`src/rtl/if_stage.sv`:
```
// Instruction-fetch stage: owns the PC, reads instruction memory combinationally and
// registers the fetched word into IF/ID, with stall, redirect, halt and fault handling.
module if_stage #(
  parameter int unsigned IMEM_DEPTH = 256,
  parameter logic [31:0] RESET_PC   = 32'h0000_0000
) (
  input  logic        clk_i,
  input  logic        rst_i,
  input  logic        stall_i,
  input  logic        redirect_valid_i,
  input  logic [31:0] redirect_pc_i,
  output logic [31:0] imem_addr_o,
  input  logic [31:0] imem_data_i,
  output logic [31:0] pc_o,
  output logic        ifid_valid_o,
  output logic [31:0] ifid_instr_o,
  output logic [31:0] ifid_pc_plus4_o,
  output logic        halted_o,
  output logic        fault_o,
  output logic [31:0] fetch_count_o
);

  typedef enum logic [1:0] {BOOT, RUN, HALT, FAULT} state_e;

  localparam logic [31:0] PC_LIMIT = 32'(IMEM_DEPTH * 4);

  state_e      state_q, state_d;
  logic [31:0] pc_q, pc_d;
  logic        valid_q, valid_d;
  logic [31:0] instr_q, instr_d;
  logic [31:0] pc4_q, pc4_d;
  logic        halted_q, halted_d;
  logic        fault_q, fault_d;
  logic [31:0] count_q, count_d;

  logic [31:0] pc_plus4;
  logic        redirect_aligned;
  logic        pc_in_range;
  logic        target_in_range;

  assign pc_plus4         = pc_q + 32'd4;
  assign redirect_aligned = (redirect_pc_i[1:0] == 2'b00);
  assign pc_in_range      = (pc_q < PC_LIMIT);
  assign target_in_range  = (redirect_pc_i < PC_LIMIT);

  always_ff @(posedge clk_i) begin
    if (rst_i) begin
      state_q  <= BOOT;
      pc_q     <= RESET_PC;
      valid_q  <= 1'b0;
      instr_q  <= 32'h0;
      pc4_q    <= 32'h0;
      halted_q <= 1'b0;
      fault_q  <= 1'b0;
      count_q  <= 32'h0;
    end else begin
      state_q  <= state_d;
      pc_q     <= pc_d;
      valid_q  <= valid_d;
      instr_q  <= instr_d;
      pc4_q    <= pc4_d;
      halted_q <= halted_d;
      fault_q  <= fault_d;
      count_q  <= count_d;
    end
  end

  always_comb begin
    state_d = state_q;
    case (state_q)
      BOOT: state_d = RUN;
      RUN: begin
        if (redirect_valid_i)  state_d = redirect_aligned ? RUN : FAULT;
        else if (stall_i)      state_d = RUN;
        else if (!pc_in_range) state_d = HALT;
      end
      HALT: begin
        if (redirect_valid_i) begin
          if (!redirect_aligned)    state_d = FAULT;
          else if (target_in_range) state_d = RUN;
        end
      end
      default: state_d = FAULT;
    endcase
  end

  // Datapath next-state; every non-fetching path flushes IF/ID so instr reads 0 when invalid.
  always_comb begin
    pc_d     = pc_q;
    valid_d  = 1'b0;
    instr_d  = 32'h0;
    pc4_d    = 32'h0;
    halted_d = halted_q;
    fault_d  = fault_q;
    count_d  = count_q;
    case (state_q)
      RUN: begin
        if (redirect_valid_i) begin
          if (redirect_aligned) pc_d = redirect_pc_i;
          else                  fault_d = 1'b1;
        end else if (stall_i) begin
          valid_d = valid_q;
          instr_d = instr_q;
          pc4_d   = pc4_q;
        end else if (!pc_in_range) begin
          halted_d = 1'b1;
        end else begin
          valid_d = 1'b1;
          instr_d = imem_data_i;
          pc4_d   = pc_plus4;
          pc_d    = pc_plus4;
          count_d = count_q + 32'd1;
        end
      end
      HALT: begin
        if (redirect_valid_i) begin
          if (!redirect_aligned) begin
            fault_d = 1'b1;
          end else if (target_in_range) begin
            pc_d     = redirect_pc_i;
            halted_d = 1'b0;
          end
        end
      end
      default: ;
    endcase
  end

  assign imem_addr_o     = {pc_q[31:2], 2'b00};
  assign pc_o            = pc_q;
  assign ifid_valid_o    = valid_q;
  assign ifid_instr_o    = instr_q;
  assign ifid_pc_plus4_o = pc4_q;
  assign halted_o        = halted_q;
  assign fault_o         = fault_q;
  assign fetch_count_o   = count_q;

endmodule

```
`config.mk`:
```
export PLATFORM = sky130hd
export DESIGN_NAME = if_stage
export DESIGN_NICKNAME = d
export VERILOG_FILES = /design/src/rtl/if_stage.sv
export SDC_FILE = /design/constraint.sdc
export NUM_CORES = 1
export LEC_CHECK = 0
export CORE_MARGIN = 2
export CORE_UTILIZATION = 45
export DETAILED_ROUTE_END_ITERATION = 10
export PLACE_DENSITY = 0.82
export SLEW_MARGIN = 0
export SYNTH_ARGS = -nofsm -noshare
export SYNTH_HDL_FRONTEND = slang
export SYNTH_SLANG_ARGS = --single-unit
```
`constraint.sdc`:
```
create_clock -name clk_i -period 4.9 [get_ports clk_i]
set_input_delay 0.49 -clock clk_i [delete_from_list [all_inputs] [get_ports clk_i]]
set_output_delay 0.49 -clock clk_i [all_outputs]
set_load 0.01 [all_outputs]
```
# Word-level counts from Yosys, hierarchy flattened
# Cells that the tools add are included.
# W data, S select, Z words.
dict set report totals {
  ff_bits 133
  latchBits 0
  ramBits 0
  romBits 0
  input_bits 68
  output_inout_bits 163
  word_cells 65
  mem_count 0
}
dict set report classes {
  addsub 2
  mul 0
  div 0
  n_lt_le_gt_ge 2
  eq_ne 13
  n_shift 0
  n_mux 26
  n_bitwise 4
  reduce_logical 10
}
# cell n
set ops {}
lappend ops {{$mux W32} 9}
lappend ops {{$lt A32 B11 Y1 const B} 2}
lappend ops {{$pmux W32 S2} 1}
lappend ops {{$add A32 B1 Y32 const B} 1}
lappend ops {{$add A32 B3 Y32 const B} 1}
lappend ops {{$mux W2} 7}
lappend ops {{$reduce_and A7 Y1} 2}
lappend ops {{$ne A2 B2 Y1 const B} 6}
lappend ops {{$ne A3 B3 Y1 const B} 4}
lappend ops {{$mux W1} 7}
lappend ops {{$pmux W2 S3} 1}
lappend ops {{$reduce_and A3 Y1} 2}
lappend ops {{$logic_not A2 Y1} 2}
lappend ops {{$ne A4 B4 Y1 const B} 1}
lappend ops {{$not A1 Y1} 4}
lappend ops {{$reduce_and A4 Y1} 1}
lappend ops {{$reduce_or A3 Y1} 1}
lappend ops {{$eq A2 B1 Y1 const B} 1}
lappend ops {{$eq A2 B2 Y1 const B} 1}
lappend ops {{$pmux W1 S2} 1}
lappend ops {{$reduce_bool A2 Y1} 1}
lappend ops {{$reduce_or A2 Y1} 1}

# Logic depth before layout (Yosys ltp)
dict set report depth {
  word_depth 5
  ltp_mapped 9
  ltp_nobuf 7
}

# Least setup slack after synthesis
# Ideal clock, no wire load.
dict set report synth_path {
  path_type {input port to flip-flop}
  start {input port redirect_valid_i}
  end {register count_q[31] (netlist: fetch_count_o[31])}
  setup_ns 0.128
  arrival_ns 1.924
  required_ns 4.772
  slack_ns 2.849
  path_stages 8
  path_buffers 2
  cell_sequence {buf_2 -> nor2_2 -> and4_1 -> nand3_1 -> buf_2 -> nor4_2 -> xnor2_1 -> nor2_1}
}
dict set report synth_via {
  elab_chain_cells 2
}
# item line
set synth_lines {}
lappend synth_lines {{start: declaration} 10} ;# input logic redirect_valid_i,
lappend synth_lines {{$not A1 Y1 (no line)} --}
lappend synth_lines {{$reduce_and A4 Y1 (no line)} --}
lappend synth_lines {{end signal: assignment} 64} ;# count_q <= count_d;
lappend synth_lines {{end: declaration} 34} ;# logic [31:0] count_q, count_d;
# Every way passes these cells.
# A chain may end at the register's enable or synchronous reset.

# Worst setup path after layout
dict set report layout_path {
  start {register pc_q[14] (netlist: pc_o[14])}
  end {register count_q[19] (netlist: fetch_count_o[19])}
}
dict set report layout_via {
  elab_chain_cells 2
}
# item line
set layout_lines {}
lappend layout_lines {{start: declaration} 28} ;# logic [31:0] pc_q, pc_d;
lappend layout_lines {{start signal: assignment} 58} ;# pc_q <= pc_d;
lappend layout_lines {{$lt A32 B11 Y1} 43} ;# assign pc_in_range = (pc_q < PC_LIMIT);
lappend layout_lines {{$reduce_and A4 Y1 (no line)} --}
# Every way passes these cells.

==> results by group <==
Clock network
  • Worst-Skew Late Latency: approximately 0.42 ns
  • CTS tree: done
  • Total CTS buffers: 17
  • CTS sink cnt: between 100 and 150
  • Clock Tree Root: clkbuf_16
  • Clock-pin slew on the worst setup and hold paths: 0.06 ns
  • Clock tree buffer depth: 2
  • CTS hold repair buffers: 0
  • Post-CTS setup buffer count: 0
  • CTS H-Tree Depth: 4
  • Cts repair resizes: 0

STA
  • Max-slew headroom: 0.2917
  • Post-route minimum period: about 2.8 ns
  • Fmax: ~350 MHz
  • Unrepaired setup endpoints after global routing: no
  • Worst Tran Pin Value: between 1 and 1.5 ns
  • Final Max Slew Viols: 0
  • Setup TNS Final: 0 ns
  • Final hold vios: 0
  • Period utilization: 0.5763
  • Clock skew: roughly 0.013 ns
  • Final setup vio count: 0
  • WHS: roughly 0.46 ns

Placed design
  • RD Place Congestion: just under 0.9
  • I/O Buffers: 228
  • Dpl hpwl: between 10000 and 15000 um

GRT
  • Vias in the first global route: 5230
  • Gr ovfl total: 0
  • Initial antenna violation count: 0
  • Global-route wire length before repair: 26360 um
  • GR Util All Layers: 0.2300
  • Pin count of the biggest net entering global routing: roughly 110

Worst setup path
  • Crit path arrival time: ~3.2 ns
  • Critical Path Source Type: register
  • Crit. End Element: register
  • CP required: 5.24 ns
  • Max FO, Critical Path: 19
  • Crit path kind: register to register

Yosys
  • Largest family of logic cells by synthesized area: simple AND/OR/NAND/NOR gates
  • Sequential area share after synthesis: 0.4447
  • Asr flop ratio synth: 0
  • #FFs+latches synth: about 130
  • YS warnings: 0
  • Synth cell types: 57
  • Primary FF master, synth: dfxtp_1
  • Post-synth EDFFs: 0
  • Synth Area in Compound Gates: 0.1223
  • Gate count after technology mapping: approximately 700
  • Synth Area per Inst: roughly 8.5 sq um
  • Simple-Gate Fraction of Synth Area: 0.2884
  • Synth Area in Adders: 0.01254
  • Mapped Area: ~6000 sq um
  • Mux cell area share after synthesis: 0.01170
  • Post-synthesis xor/xnor area fraction: 0.03950

Pwr
  • Pint: approximately 2300 uW
  • PD cells: around 390 nW/um^2
  • Sw Pwr: between 1000 and 1500 uW
  • Clock power share: 0.387
  • Leak: approximately 0.0030 uW
  • VDD IR max: about 0.24 mV
  • Sw frac: 0.3122
  • Logic pwr share: 0.256
  • Sequential power share: 0.357

Floorplan
  • Io pins: approximately 230
  • Die Ht: between 100 and 150 um
  • Row Count: 42
  • Core Area: roughly 13000 sq um
  • Die ar.: 14240 sq um
  • Initial Util: 0.4557
  • DIE WIDTH: approximately 120 um

Drt
  • Vias per cell: between 5 and 6
  • DR WL/cell: between 15 and 20 um
  • Final ANT Viol Nets: 0
  • Total number of vias: 5622
  • Pre-antenna DRT Iters: 5
  • Drc violations: 0
  • Drt total wl: about 16000 um
  • DR iter-0 viols: 387

Final layout
  • Nets: 951
  • Most frequent cells in the layout: clkdlybuf4s50_1, dfxtp_1, nand2_1
  • Fillers: between 1000 and 1500
  • Register area: about 2700 sq um
  • Multi-input logic area: roughly 2900 sq um
  • P&R area growth vs syn: 44.95%
  • Share of layout cells above drive strength 1: 0.05737
  • Diodes inserted: 0
  • Most common cell after layout, fill and taps aside: clkdlybuf4s50_1

Flow run
  • Max cap viols: 0

Hold path
  • Worst min path class: register to register

Run status
  • Outcome: finished, final reports clean
-- metal layers --
layer | routed length, um | global-route usage
met5 | 0 | 0
met3 | 1040 | 0.06370
met4 | 357 | 0.08603
met2 | 7817 | 0.3768
met1 | 7162 | 0.2892
-- cells by family after synthesis --
group | Yosys count
and+or+nand+nor | 319
DFF | 133
adders and majority gates | 6
buffers and inverters | 88
muxes | 7
other | 1
AOI/OAI and AO/OA | 125
xor gates and xnor gates | 27
-- path summary, 6_finish.rpt --
check,endpoint,start,slack [ns],cells past startpoint
worst max-delay path,fetch_count_o[19],pc_o[14],2.08,6
worst min-delay path,ifid_instr_o[7],ifid_instr_o[7],0.46,2
worst max register to register,fetch_count_o[19],pc_o[14],2.08,6
worst min register to register,ifid_instr_o[7],ifid_instr_o[7],0.46,2
-- power by group through the flow --
stage / registers, uW / logic, uW / clock network (uW)
floorplan: 1240 / 580 / 0
global placement: 1230 / 863 / 0
detailed placement: 1230 / 865 / 0
CTS: 1210 / 870 / 1330
global route: 1220 / 959 / 1370
finish: 1210 / 865 / 1310
-- critical path, stage by stage (launching register included) --
cell,delay (ns)
dfxtp_1,0.35
nor4_1,0.44
and4_1,0.48
and2_1,0.76
nand3_4,0.19
or3_1,0.39
a21oi_1,0.15
-- sequential cells by signal, indices dropped and copies added, names as in the netlist --
name and count:
fetch_count_o 32, state_q 2, ifid_valid_o 1, ifid_instr_o 32, halted_o 1, fault_o 1, pc_o 32, ifid_pc_plus4_o 32
-- stage by stage --
stage / util / total power [uW] / instance area [sq um] / std cells / worst slack (ns)
4_1_cts: 0.6606 / 3404 / 8678 / 1065 / 2.123
3_5_place_dp: 0.6135 / 2095 / 8060 / 1034 / 1.789
5_1_grt: 0.6606 / 3546 / 8678 / 1065 / 1.938
2_1_floorplan: - / 1815 / 5991 / 707 / 2.849
6_report: 0.6606 / 3379 / 8678 / 1065 / 2.076
3_3_place_gp: 0.6135 / 2091 / 8060 / 1034 / 1.834
-- layout make-up --
type                            instances  share of cell area
Clock buffer                           20             0.05378
Clock inverter                         11             0.01745
Inverter                                8            0.003460
Multi-Input combinational cell        486              0.3287
Sequential cell                       133              0.3068
Tap cell                              176             0.02537
Timing Repair Buffer                  231              0.2644
-- synth_stat cells, types with 15 or more instances --
cell	count	area, sq um
nand2_1	92	345.3
or3_1	15	93.84
o21ai_0	17	85.08
nor2_1	49	183.9
nand3_1	35	175.2
buf_4	34	255.2
xnor2_1	16	140.1
clkbuf_1	37	138.9
and3_1	24	150.1
nand3b_1	36	270.3
dfxtp_1	133	2663
a21oi_1	81	405.4
(Power assumes the default switching activity.)
